File: src/rtl/parity_pkg.sv
// Shared definitions for the parity generator and the ECC blocks that reuse
// its XOR-reduction helper.
package parity_pkg;

    localparam int PARITY_WIDTH_DEFAULT = 8;
    localparam int PARITY_WIDTH_MAX     = 64;

    // Reference XOR reduction over the low `width` bits of `data`.
    function automatic logic xor_reduce(
        input logic [PARITY_WIDTH_MAX-1:0] data,
        input int unsigned                 width
    );
        logic acc;
        acc = 1'b0;
        for (int i = 0; i < PARITY_WIDTH_MAX; i++) begin
            if (i < int'(width)) begin
                acc = acc ^ data[i];
            end
        end
        return acc;
    endfunction

endpackage

File: src/rtl/parity_gen_xor_tree.sv
// Balanced binary XOR tree: reduces WIDTH bits to one bit in ceil(log2(WIDTH))
// levels. Leaves beyond WIDTH are tied to zero so they do not change the result.
module xor_tree
    import parity_pkg::*;
#(
    parameter int WIDTH = PARITY_WIDTH_DEFAULT
) (
    input  logic [WIDTH-1:0] din,
    output logic             parity
);

    localparam int LEVELS = (WIDTH > 1) ? $clog2(WIDTH) : 0;
    localparam int LEAVES = 1 << LEVELS;

    // Level l holds 2**l partial results; level LEVELS is the padded input.
    for (genvar l = 0; l <= LEVELS; l++) begin : lv
        logic [(1<<l)-1:0] bits;
        if (l == LEVELS) begin : leaf
            for (genvar k = 0; k < LEAVES; k++) begin : leaf_bit
                if (k < WIDTH) begin : used
                    assign bits[k] = din[k];
                end else begin : pad
                    assign bits[k] = 1'b0;
                end
            end
        end else begin : inner
            for (genvar k = 0; k < (1 << l); k++) begin : node
                assign bits[k] = lv[l+1].bits[2*k] ^ lv[l+1].bits[2*k+1];
            end
        end
    end

    assign parity = lv[0].bits[0];

endmodule

File: src/rtl/parity_gen.sv
// Even-parity generator with a combinational output and a registered copy
// (plus valid flag) for pipelined consumers.
module parity_gen
    import parity_pkg::*;
#(
    parameter int WIDTH = PARITY_WIDTH_DEFAULT,
    parameter bit ODD   = 1'b0
) (
    input  logic             clk,
    input  logic             areset,
    input  logic [WIDTH-1:0] din,
    input  logic             din_valid,
    output logic             parity,
    output logic             parity_odd,
    output logic             parity_q,
    output logic             parity_q_valid
);

    xor_tree #(
        .WIDTH(WIDTH)
    ) u_xor_tree (
        .din   (din),
        .parity(parity)
    );

    if (ODD) begin : g_odd_follow
        assign parity_odd = parity;
    end else begin : g_odd_invert
        assign parity_odd = ~parity;
    end

    // parity_q holds the last valid sample; reset discards it outright.
    always_ff @(posedge clk or posedge areset) begin
        if (areset) begin
            parity_q       <= 1'b0;
            parity_q_valid <= 1'b0;
        end else begin
            parity_q_valid <= din_valid;
            if (din_valid) begin
                parity_q <= parity;
            end
        end
    end

endmodule

File: config.mk
export PLATFORM = sky130hd
export DESIGN_NAME = parity_gen
export DESIGN_NICKNAME = d
export VERILOG_FILES = /design/src/rtl/parity_pkg.sv /design/src/rtl/parity_gen_xor_tree.sv /design/src/rtl/parity_gen.sv
export SDC_FILE = /design/constraint.sdc
export NUM_CORES = 1
export LEC_CHECK = 0
export ABC_AREA = 1
export ABC_CLOCK_PERIOD_IN_PS = 800
export CORE_AREA = 2 2 39 41
export DETAILED_ROUTE_END_ITERATION = 16
export DIE_AREA = 0 0 41 43
export PLACE_DENSITY = 0.6
export SYNTH_ARGS = -nofsm -noshare
export SYNTH_HDL_FRONTEND = slang
export SYNTH_HIERARCHICAL = 1
export SYNTH_SLANG_ARGS = --single-unit
File: constraint.sdc
create_clock -name clk -period 0.8 [get_ports clk]
set_clock_uncertainty 0.15 [all_clocks]
set_input_delay 0.12 -clock clk [delete_from_list [all_inputs] [get_ports clk]]
set_output_delay 0.12 -clock clk [all_outputs]
set_load 0.005 [all_outputs]
==> results of run 1 <==
==> sequential cells by signal (all words and copies together) (netlist names) <==
| name | flops |
|---|---|
| parity_q | 1 |
| parity_q_valid | 1 |
==> routing by layer <==
metal	part of all wire (%)	routed length (um)
met1	34	224
met2	56	362
met3	7.8	51
met4	1.7	11
met5	0	0
==> cell families after synthesis <==
kind of cell	after synthesis	synth area share (%)
flops	2	20.10
buf+inv	11	16.58
simple gates	42	63.32
==> cell type report <==
class / instances / share of cell area (%)
clock buffer: 3 / 4.455
timing repair buffer: 15 / 29.46
multi-input combinational: 42 / 36.63
tap: 16 / 3.960
sequential: 2 / 9.901
inverter: 11 / 15.59
==> layout by cell type, fill, tap and decap left out, drive strengths merged <==
master / count
clkdlybuf4s50: 2
clkbuf: 3
buf: 13
inv: 11
nand2: 42
dfrtp: 2
==> through the flow <==
stage	utilization, %	instance area (um2)
floorplan	-	291.5
global placement	34.63	479.2
detailed placement	34.63	479.2
CTS	35.17	486.7
global route	36.53	505.5
finish	36.53	505.5
==> final timing paths <==
path / startpoint / to / slack [ns] / cells after the start
max: din[5] / parity_odd / -0.25 / 10
min: areset / parity_q_valid / -0.09 / 2
max reg2reg: parity_q / parity_q / -0.03 / 3
min reg2reg: parity_q / parity_q / 0.40 / 3
max in group asynchronous: areset / parity_q / 0.48 / 2
min in group clk: din_valid / parity_q_valid / 0.24 / 1
==> power by group through the flow <==
| stage | clock network [mW] | registers [mW] | logic (mW) |
|---|---|---|---|
| detailed placement | 0 | 0.117 | 0.255 |
| global route | 0.245 | 0.118 | 0.280 |
| global placement | 0 | 0.116 | 0.250 |
| finish | 0.219 | 0.117 | 0.248 |
| floorplan | 0 | 0.118 | 0.102 |
| CTS | 0.231 | 0.116 | 0.235 |
==> what timing repair did <==
| item | in CTS | in global routing |
|---|---|---|
| endpoints found under the hold margin | 2 | 2 |
| resized for setup | 67 | 7 |
| endpoints found under the setup margin | 5 | 5 |
| pin swaps | 14 | 11 |
==> impl_results.html, run 1 <==
<table>
<tr><th>Metric</th><th>Value</th></tr>
<tr><th colspan="2">Synth</th></tr>
<tr><td>Distinct cells, synth</td><td>3</td></tr>
<tr><td>Post-Synthesis Cell Area</td><td>249.0 um2</td></tr>
<tr><td>EDFF count, synth</td><td>0</td></tr>
<tr><td>Count of warnings emitted by yosys</td><td>6</td></tr>
<tr><td>Gate count after technology mapping</td><td>55</td></tr>
<tr><td>Biggest area consumer among synthesized cells</td><td>sky130_fd_sc_hd__nand2_1</td></tr>
<tr><td>Number of register bits inferred by synthesis</td><td>2</td></tr>
<tr><td>Portion of the post-synthesis area used by sequential elements</td><td>20.10%</td></tr>
<tr><td>Most frequently used cell type in the post-synthesis netlist</td><td>sky130_fd_sc_hd__nand2_1</td></tr>
<tr><td>Commonest cells in the synthesized netlist</td><td>sky130_fd_sc_hd__nand2_1, sky130_fd_sc_hd__inv_1, sky130_fd_sc_hd__dfrtp_1</td></tr>
<tr><td>Syn avg cell area</td><td>4.527 um2</td></tr>
<tr><td>Syn nets</td><td>66</td></tr>
<tr><td>Fraction of registers with async set or reset after synthesis</td><td>100.0%</td></tr>
<tr><td>Fraction of post-synthesis cell area in the top cell type by area</td><td>between 60% and 70%</td></tr>
<tr><td>Predominant post-synthesis flop cell</td><td>sky130_fd_sc_hd__dfrtp_1</td></tr>
<tr><td>Leading cell types by total area after synthesis</td><td>sky130_fd_sc_hd__nand2_1, sky130_fd_sc_hd__dfrtp_1, sky130_fd_sc_hd__inv_1</td></tr>
<tr><th colspan="2">Clocking</th></tr>
<tr><td>Root Buffer Master</td><td>sky130_fd_sc_hd__clkbuf_4</td></tr>
<tr><td>Source-to-sink clock delay at the later pin of the worst-skew pair</td><td>~0.22 ns</td></tr>
<tr><td>TritonCTS clock tree</td><td>built</td></tr>
<tr><td>Setup bufs post-CTS</td><td>0</td></tr>
<tr><td>H-tree levels</td><td>1</td></tr>
<tr><td>Clock Sink Count</td><td>2</td></tr>
<tr><td>Clock-pin slew on the worst setup and hold paths</td><td>0.03 ns</td></tr>
<tr><td>CTS buffer count</td><td>3</td></tr>
<tr><td>Number of buffers on the longest clock path</td><td>2</td></tr>
<tr><th colspan="2">Pwr</th></tr>
<tr><td>Logic gate share of total power</td><td>about 43%</td></tr>
<tr><td>Pwr Density</td><td>roughly 1200 nW/um2</td></tr>
<tr><td>Final Total Pwr</td><td>~580 uW</td></tr>
<tr><td>Switching pwr</td><td>between 150 and 200 uW</td></tr>
<tr><td>Internal power</td><td>roughly 410 uW</td></tr>
<tr><td>Register share of total power</td><td>approximately a fifth</td></tr>
<tr><td>Clock Power Share</td><td>37.5%</td></tr>
<tr><td>Peak ir drop on the vdd network</td><td>between 0.2 and 0.25 mV</td></tr>
<tr><td>Leak</td><td>0.2981 nW</td></tr>
<tr><td>Net Sw Frac</td><td>a little under a third</td></tr>
<tr><th colspan="2">Placement</th></tr>
<tr><td>Estimated wirelength of the detail-placed design</td><td>between 500 and 600 um</td></tr>
<tr><td>Placement Setup Slack</td><td>-1.148 ns</td></tr>
<tr><td>Gp weighted congestion</td><td>between 0.6 and 0.7</td></tr>
<tr><td>Post-placement cell count</td><td>87</td></tr>
<tr><td>I/O Buffers</td><td>14</td></tr>
<tr><th colspan="2">Final layout</th></tr>
<tr><td>Area taken by flip-flops and latches</td><td>around 50 um2</td></tr>
<tr><td>Inserted Diodes</td><td>0</td></tr>
<tr><td>Fillcell total</td><td>172</td></tr>
<tr><td>Share of final-layout standard cells stronger than drive strength 1</td><td>a little under half</td></tr>
<tr><td>Area overhead of the layout relative to synthesis</td><td>103.0%</td></tr>
<tr><td>Area of the multi-input gates</td><td>about 190 um2</td></tr>
<tr><td>Net count reported at finish</td><td>86</td></tr>
<tr><td>Post-Layout Cell Count</td><td>89</td></tr>
<tr><th colspan="2">Critical path</th></tr>
<tr><td>Required time worst endpoint</td><td>~0.53 ns</td></tr>
<tr><td>Critical path startpoint category</td><td>input port</td></tr>
<tr><td>Cell with the biggest individual delay on the critical path</td><td>sky130_fd_sc_hd__buf_2</td></tr>
<tr><td>Number of buffer and inverter instances along the worst setup path</td><td>4</td></tr>
<tr><td>Family with the most delay on the worst path</td><td>simple AND/OR/NAND/NOR gates</td></tr>
<tr><td>Cells along the critical path</td><td>buf_6 &gt; inv_4 &gt; nand2_2 &gt; nand2_2 &gt; nand2_1 &gt; nand2_1 &gt; nand2_1 &gt; nand2_2 &gt; inv_1 &gt; buf_2</td></tr>
<tr><td>Slowest Stage Delay on Critical Path</td><td>0.11 ns</td></tr>
<tr><td>Maximum fanout along the worst path</td><td>3</td></tr>
<tr><td>Crit end category</td><td>primary output</td></tr>
<tr><td>Path type of the worst setup path</td><td>input port to primary output</td></tr>
<tr><td>Worst EP arrival</td><td>0.78 ns</td></tr>
<tr><th colspan="2">Floorplanning</th></tr>
<tr><td>Starting utilization of the core area</td><td>17.99%</td></tr>
<tr><td>Std-Cell Core Area</td><td>between 1000 and 1500 um2</td></tr>
<tr><td>Ports placed on the boundary</td><td>15</td></tr>
<tr><td>Die width</td><td>41 um</td></tr>
<tr><td>Die height</td><td>43 um</td></tr>
<tr><td>Area of the die</td><td>1763 um2</td></tr>
<tr><td>Row Count</td><td>14</td></tr>
<tr><th colspan="2">Global route</th></tr>
<tr><td>Met2 demand-to-capacity share in global routing</td><td>roughly 16%</td></tr>
<tr><td>GR peak layer</td><td>met2</td></tr>
<tr><td>Vias in the first global route</td><td>312</td></tr>
<tr><td>Wire length of the first global-routing pass</td><td>around 1100 um</td></tr>
<tr><td>Aggregate global routing overflow</td><td>0</td></tr>
<tr><td>GR Util met3</td><td>under 10%</td></tr>
<tr><td>Met1 layer usage reported by global route</td><td>8.917%</td></tr>
<tr><td>Total track usage</td><td>9.610%</td></tr>
<tr><td>Number of antenna violations at the first check in global routing</td><td>0</td></tr>
<tr><td>Largest net degree at the start of global routing</td><td>4</td></tr>
<tr><th colspan="2">STA</th></tr>
<tr><td>Worst slack on hold paths</td><td>-0.09483 ns</td></tr>
<tr><td>Final-report max-slew violation count</td><td>0</td></tr>
<tr><td>Worst slew margin</td><td>between 90% and 100%</td></tr>
<tr><td>Worst-margin pin slew</td><td>0.09084 ns</td></tr>
<tr><td>Final-report hold violation count</td><td>2</td></tr>
<tr><td>Count of endpoints failing setup in the final report</td><td>5</td></tr>
<tr><td>Post-layout min period</td><td>1.052 ns</td></tr>
<tr><td>Final setup slack of the worst path</td><td>-0.2525 ns</td></tr>
<tr><td>Final total negative setup slack</td><td>-0.8447 ns</td></tr>
<tr><td>Final worst path period share</td><td>131.6%</td></tr>
<tr><td>RSZ-0062 raised after global routing</td><td>yes</td></tr>
<tr><td>F_max</td><td>between 0.9 and 1 GHz</td></tr>
<tr><th colspan="2">Drt</th></tr>
<tr><td>Routed length per instance</td><td>approximately 7.3 um</td></tr>
<tr><td>Number of iterations in the first detailed-routing pass</td><td>1</td></tr>
<tr><td>Number of vias in the routed layout</td><td>approximately 360</td></tr>
<tr><td>DRC</td><td>0</td></tr>
<tr><td>DRC violation total after the first TritonRoute iteration</td><td>0</td></tr>
<tr><td>Residual antenna-violating net count after detailed routing</td><td>0</td></tr>
<tr><td>Total detailed-routing wirelength</td><td>~650 um</td></tr>
<tr><td>Via-to-Cell Ratio</td><td>approximately 4.0</td></tr>
<tr><th colspan="2">Job</th></tr>
<tr><td>Max-cap violation count</td><td>0</td></tr>
<tr><th colspan="2">Status</th></tr>
<tr><td>Violations in the final reports</td><td>negative hold slack, negative setup slack</td></tr>
<tr><td>Outcome</td><td>complete, but fails checks</td></tr>
<tr><th colspan="2">Hold path</th></tr>
<tr><td>Class of the worst hold path</td><td>input port to asynchronous set/reset pin</td></tr>
</table>
Power figures use the tool's default switching activity.
==> inputs of run 2 (changes only) <==
Settings changed: ABC_CLOCK_PERIOD_IN_PS 800 to unset.
==> results of run 2 <==
Final layout, timing and power as in run 1 (identical DEF).
